### config.mk
export PLATFORM = sky130hd
export DESIGN_NAME = slowclk_chain_ctrl
export DESIGN_NICKNAME = d
export VERILOG_FILES = /design/src/rtl/slowclk_pkg.sv /design/src/rtl/slowclk_ent_chain.sv /design/src/rtl/slowclk_chain_ctrl.sv
export SDC_FILE = /design/constraint.sdc
export NUM_CORES = 1
export LEC_CHECK = 0
export BUFFER_PORTS_ARGS = -buffer_cell sky130_fd_sc_hd__buf_2
export CORE_AREA = 2 2 41 46
export CTS_BUF_LIST = sky130_fd_sc_hd__clkbuf_4
export DETAILED_ROUTE_END_ITERATION = 8
export DIE_AREA = 0 0 43 48
export PLACE_DENSITY = 0.82
export SYNTH_ARGS = -nofsm -noshare
export SYNTH_HDL_FRONTEND = slang
export SYNTH_HIERARCHICAL = 1
export SYNTH_SLANG_ARGS = --single-unit
### constraint.sdc
create_clock -name clk -period 5.2 [get_ports clk]
set_input_delay 0.78 -clock clk [delete_from_list [all_inputs] [get_ports clk]]
set_output_delay 0.78 -clock clk [all_outputs]
set_load 0.005 [all_outputs]
### src/rtl/slowclk_pkg.sv
// Shared definitions for the slow-clock divider chain sequencer.
// FSM state encodings, default digit width and the largest BCD digit value.
package slowclk_pkg;

   typedef enum logic [2:0] {
      S_IDLE  = 3'd0,
      S_CLEAR = 3'd1,
      S_LOAD  = 3'd2,
      S_RUN   = 3'd3,
      S_PAUSE = 3'd4
   } state_t;

   localparam int          DIGIT_W_DFLT = 4;
   localparam logic [3:0]  BCD_MAX      = 4'd9;

endpackage

### src/rtl/slowclk_ent_chain.sv
// Count-enable cascade for the decade stages.
// Stage 0 counts whenever the chain runs; each higher stage counts only
// while every lower stage is at its ripple-carry point. The full chain is
// at terminal count when every stage reports ripple-carry during RUN.
module slowclk_ent_chain
   import slowclk_pkg::*;
#(
   parameter int NUM_STAGES = 2
)(
   input  logic                  run,
   input  logic [NUM_STAGES-1:0] rco_in,
   output logic [NUM_STAGES-1:0] ent,
   output logic                  terminal
);

   // ent cascade and terminal detect, purely combinational
   always_comb begin
      ent      = {NUM_STAGES{1'b0}};
      ent[0]   = run;
      for (int i = 1; i < NUM_STAGES; i++) begin
         ent[i] = run & rco_in[i-1];
      end
      terminal = run & (&rco_in);
   end

endmodule

### src/rtl/slowclk_chain_ctrl.sv
// Sequencer for a cascade of decade counter stages forming the slow-clock divider.
// Converts start/stop/preset commands into stage clear/load/enable strobes,
// chains ent through each stage's rco and flags full-chain terminal count.
// Optional feature macro: SLOWCLK_TICK_CNT_EN adds a wrapping tick_count output.
module slowclk_chain_ctrl
   import slowclk_pkg::*;
#(
   parameter int NUM_STAGES  = 2,
   parameter int DIGIT_W     = DIGIT_W_DFLT,
   parameter int AUTO_RELOAD = 1
`ifdef SLOWCLK_TICK_CNT_EN
   ,parameter int TICK_CNT_W = 8
`endif
)(
   input  logic                          clk,
   input  logic                          clrn,
   input  logic                          start,
   input  logic                          stop,
   input  logic                          preset_req,
   input  logic [NUM_STAGES*DIGIT_W-1:0] preset_val,
   input  logic [NUM_STAGES-1:0]         rco_in,
   output logic                          cnt_clrn,
   output logic                          cnt_ldn,
   output logic                          cnt_enp,
   output logic [NUM_STAGES-1:0]         cnt_ent,
   output logic [NUM_STAGES*DIGIT_W-1:0] cnt_din,
   output logic                          tick,
   output logic                          busy,
`ifdef SLOWCLK_TICK_CNT_EN
   output logic [TICK_CNT_W-1:0]         tick_count,
`endif
   output logic [2:0]                    state_o
);

   state_t                          state_r;
   state_t                          next_state_s;
   state_t                          ret_r;
   state_t                          ret_next_s;
   logic [NUM_STAGES*DIGIT_W-1:0]   preset_r;
   logic                            tick_r;
   logic                            busy_r;
   logic                            run_s;
   logic                            terminal_s;
   logic [NUM_STAGES-1:0]           ent_s;

   assign run_s = (state_r == S_RUN);

   slowclk_ent_chain #(
      .NUM_STAGES (NUM_STAGES)
   ) u_ent_chain (
      .run      (run_s),
      .rco_in   (rco_in),
      .ent      (ent_s),
      .terminal (terminal_s)
   );

   // Stage strobes are decoded straight from the state register so the
   // counters see them in the same cycle; with auto-reload the terminal
   // cycle also pulls ldn low so the stages reload instead of wrapping.
   assign cnt_clrn = ~(state_r == S_CLEAR);
   assign cnt_ldn  = ~((state_r == S_LOAD) | ((AUTO_RELOAD != 0) & terminal_s));
   assign cnt_enp  = run_s;
   assign cnt_ent  = ent_s;
   assign cnt_din  = preset_r;
   assign tick     = tick_r;
   assign busy     = busy_r;
   assign state_o  = state_r;

   // Next-state decode; command priority is stop > preset_req > start
   always_comb begin
      next_state_s = state_r;
      ret_next_s   = ret_r;
      case (state_r)
         S_IDLE: begin
            if (stop) begin
               next_state_s = S_IDLE;
            end else if (preset_req) begin
               next_state_s = S_LOAD;
               ret_next_s   = S_IDLE;
            end else if (start) begin
               next_state_s = S_CLEAR;
            end else begin
               next_state_s = S_IDLE;
            end
         end
         S_CLEAR: begin
            next_state_s = S_RUN;
         end
         S_RUN: begin
            if (stop) begin
               next_state_s = S_PAUSE;
            end else if (preset_req) begin
               next_state_s = S_LOAD;
               ret_next_s   = S_RUN;
            end else begin
               next_state_s = S_RUN;
            end
         end
         S_PAUSE: begin
            if (stop) begin
               next_state_s = S_IDLE;
            end else if (preset_req) begin
               next_state_s = S_LOAD;
               ret_next_s   = S_PAUSE;
            end else if (start) begin
               next_state_s = S_RUN;
            end else begin
               next_state_s = S_PAUSE;
            end
         end
         S_LOAD: begin
            next_state_s = ret_r;
         end
         default: begin
            next_state_s = S_IDLE;
            ret_next_s   = S_IDLE;
         end
      endcase
   end

   // State, return state, captured preset, tick and busy registers
   always_ff @(posedge clk or negedge clrn) begin
      if (!clrn) begin
         state_r  <= S_IDLE;
         ret_r    <= S_IDLE;
         preset_r <= {(NUM_STAGES*DIGIT_W){1'b0}};
         tick_r   <= 1'b0;
         busy_r   <= 1'b0;
      end else begin
         state_r <= next_state_s;
         ret_r   <= ret_next_s;
         if (next_state_s == S_LOAD) begin
            preset_r <= preset_val;
         end else begin
            preset_r <= preset_r;
         end
         tick_r  <= terminal_s;
         busy_r  <= (next_state_s != S_IDLE);
      end
   end

`ifdef SLOWCLK_TICK_CNT_EN
   logic [TICK_CNT_W-1:0] tick_count_r;

   assign tick_count = tick_count_r;

   // Tick counter: cleared by CLEAR, advances once per emitted tick, wraps naturally
   always_ff @(posedge clk or negedge clrn) begin
      if (!clrn) begin
         tick_count_r <= {TICK_CNT_W{1'b0}};
      end else if (state_r == S_CLEAR) begin
         tick_count_r <= {TICK_CNT_W{1'b0}};
      end else if (tick_r) begin
         tick_count_r <= tick_count_r + {{(TICK_CNT_W-1){1'b0}}, 1'b1};
      end else begin
         tick_count_r <= tick_count_r;
      end
   end
`endif

endmodule

==> reports/results.txt <==
Outcome - finished clean
Worst hold path class - in -> async
GP Congestion - 0.802
M1 WL - 692 µm
Slew of the pin with the lowest slew margin - 470 ps
Yosys cell types - 30
Syn_area_per_cell - 12.5 µm²
Setup crit end kind - primary output
Number of diodes - 0
Post-CTS Setup Inserts - 0
Tmin final - 2360 ps
Routed WL - 1.55 mm
Post-synth ARST share - 100%
Pre-CTS setup slack - 2650 ps
Worst-path clk slew - 100 ps
Skew-Pair Late Insertion Delay - 280 ps
Period Utilization, post-route - 45.3%
Synthesized instance count - 63
FP Rows - 15
Number of I/O pins - 33
CTS Root Cell - clkbuf_4
Port buffer count - 32
CTS resizes - 0
Dpl cell area - 917 µm²
Met2 WL - 715 µm
Final nets - 110
Worst hold slack - 377 ps
Post-detailed-route wirelength per cell - 14.0 µm
Initial core utilization - 49.8%
Syn_nets - 78
Post-route cell area - 945 µm²
Relative slew slack - 68.6%
Crit-path max FO - 9
Post-DRT Antenna Nets - 0
Largest net degree at the start of global routing - 16
WP data arrival - 1580 ps
Die area - 0.00206 mm²
Setup TNS - 0 ps
Share of cells above drive strength 1 - 53.2%
Pwr Density - 607 mW/mm²
Required time worst endpoint - 4420 ps
Total GRT Usage - 17.8%
Most frequent cells in the layout - buf_2, dfrtp_1, mux2_4, nor3_1, clkbuf_4
Netlist Area Pre-Place - 785 µm²
H-tree Lvls - 1
Vias per cell - 5.61
DP Wirelength - 1.17 mm
Routed wl met3 - 133 µm
Final setup viols - 0
Peak supply drop - 0.271 mV
Max-Cap Viols - 0
Most common cell after layout, fill and taps aside - buf_2
Setup Skew - 9.11 ps
Synth top area share - 47.8%
RSZ-0062 raised after global routing - false
Type of origin of the critical path - flip-flop
Post-synthesis sequential area ratio - 47.8%
Global-route wire length before repair - 2.71 mm
Count of clock tree sinks - 15
Vias - 623
Post-synth EDFFs - 0
Final Worst Setup Slack - 2840 ps
Number of global-route vias before repair - 598
Ranking of synthesized cells by area - dfrtp_1, mux2_4, buf_6
Overall power - 0.000574 W
DR DRC count - 0
Fmax - 0.425 GHz
Initial antenna violation count - 0
DR iter-0 viols - 5
Die H - 48 µm
Leakage power total - 0.498 nW
Die width - 43 µm
Synthesis-stage register bit count - 15
Synth area leader - dfrtp_1
Synth warnings - 6
Inserted Clock Buffers - 3
GR Overflow Total - 0
Hold buffer count at cts - 0
Final hold vios - 0
Slew Viols, Final - 0
Crit path kind - reg -> out
CTS max path bufs - 2
Core area - 0.00158 mm²
CTS tree - yes
Area delta synth->final - 20.4%
Highest routed layer - met4
DR pass1 iterations - 4
Synth Flop Type - dfrtp_1
==> layout make-up <==
| class | instances | area (µm²) |
|---|---|---|
| clock inverter | 1 | 5.00 |
| fill | 142 | 632 |
| tap | 17 | 21.3 |
| timing repair buffer | 32 | 160 |
| multi-input combinational | 42 | 357 |
| sequential | 15 | 375 |
| clock buffer | 3 | 22.5 |
| inverter | 1 | 3.75 |
==> synth_stat cells (all sizes together) (2+ instances only) <==
| master | number |
|---|---|
| a21oi | 2 |
| a22o | 2 |
| a22oi | 2 |
| and3 | 2 |
| buf | 5 |
| dfrtp | 15 |
| mux2 | 8 |
| nor2 | 2 |
| nor2b | 2 |
| nor3 | 4 |
| o22ai | 3 |
| or3 | 2 |
==> per-stage QoR <==
stage               instances  utilization, %
finish                    111            59.9
global route              111            59.9
CTS                       111            59.9
detailed placement        107            58.2
global placement          107            58.2
floorplan                  63               -
==> worst max-delay path, stage by stage, from the launching register on <==
cell and delay (ps):
dfrtp_1 510, inv_1 150, and3_1 230, and3_1 180
a21oi_1 110, buf_2 120
==> kinds of logic (layout without fill, tap and decap cells) <==
logic type,Yosys count,after routing,synth area share (%)
AO/OA/AOI/OAI,14,14,14.2
AND/OR/NAND/NOR,19,19,14.7
multiplexers,9,9,16.6
flip-flops,15,15,47.8
buffers and inverters,6,37,6.70
==> flip-flops by register name (all words and copies together) (netlist names) <==
| register | cells |
|---|---|
| tick | 1 |
| state_o | 3 |
| busy | 1 |
| ret_r | 2 |
| cnt_din | 8 |
==> power breakdown <==
group	internal [W]	total, W	switching (W)
clock	0.0000285	0.0000654	0.0000369
sequential	0.000169	0.000223	0.0000538
combinational	0.000176	0.000285	0.000109
total	0.000374	0.000574	0.000199
==> path summary, 6_finish.rpt <==
path	startpoint	slack [ps]	cells after the start	endpoint
worst max-delay path	state_o[2]	2840	5	cnt_ldn
max in group asynchronous	clrn	4570	1	cnt_din[5]
worst min-delay path	clrn	380	1	cnt_din[1]
min in group clk	cnt_din[2]	510	1	cnt_din[2]
worst min register to register	cnt_din[2]	510	1	cnt_din[2]
worst max register to register	state_o[0]	2930	5	cnt_din[2]
==> layer usage <==
metal	global-route usage, %	vias to the layer above
li1	-	290
met1	22.4	301
met2	30.3	30
met3	4.15	2
met4	7.27	0
met5	0	-
(Power assumes the default switching activity.)
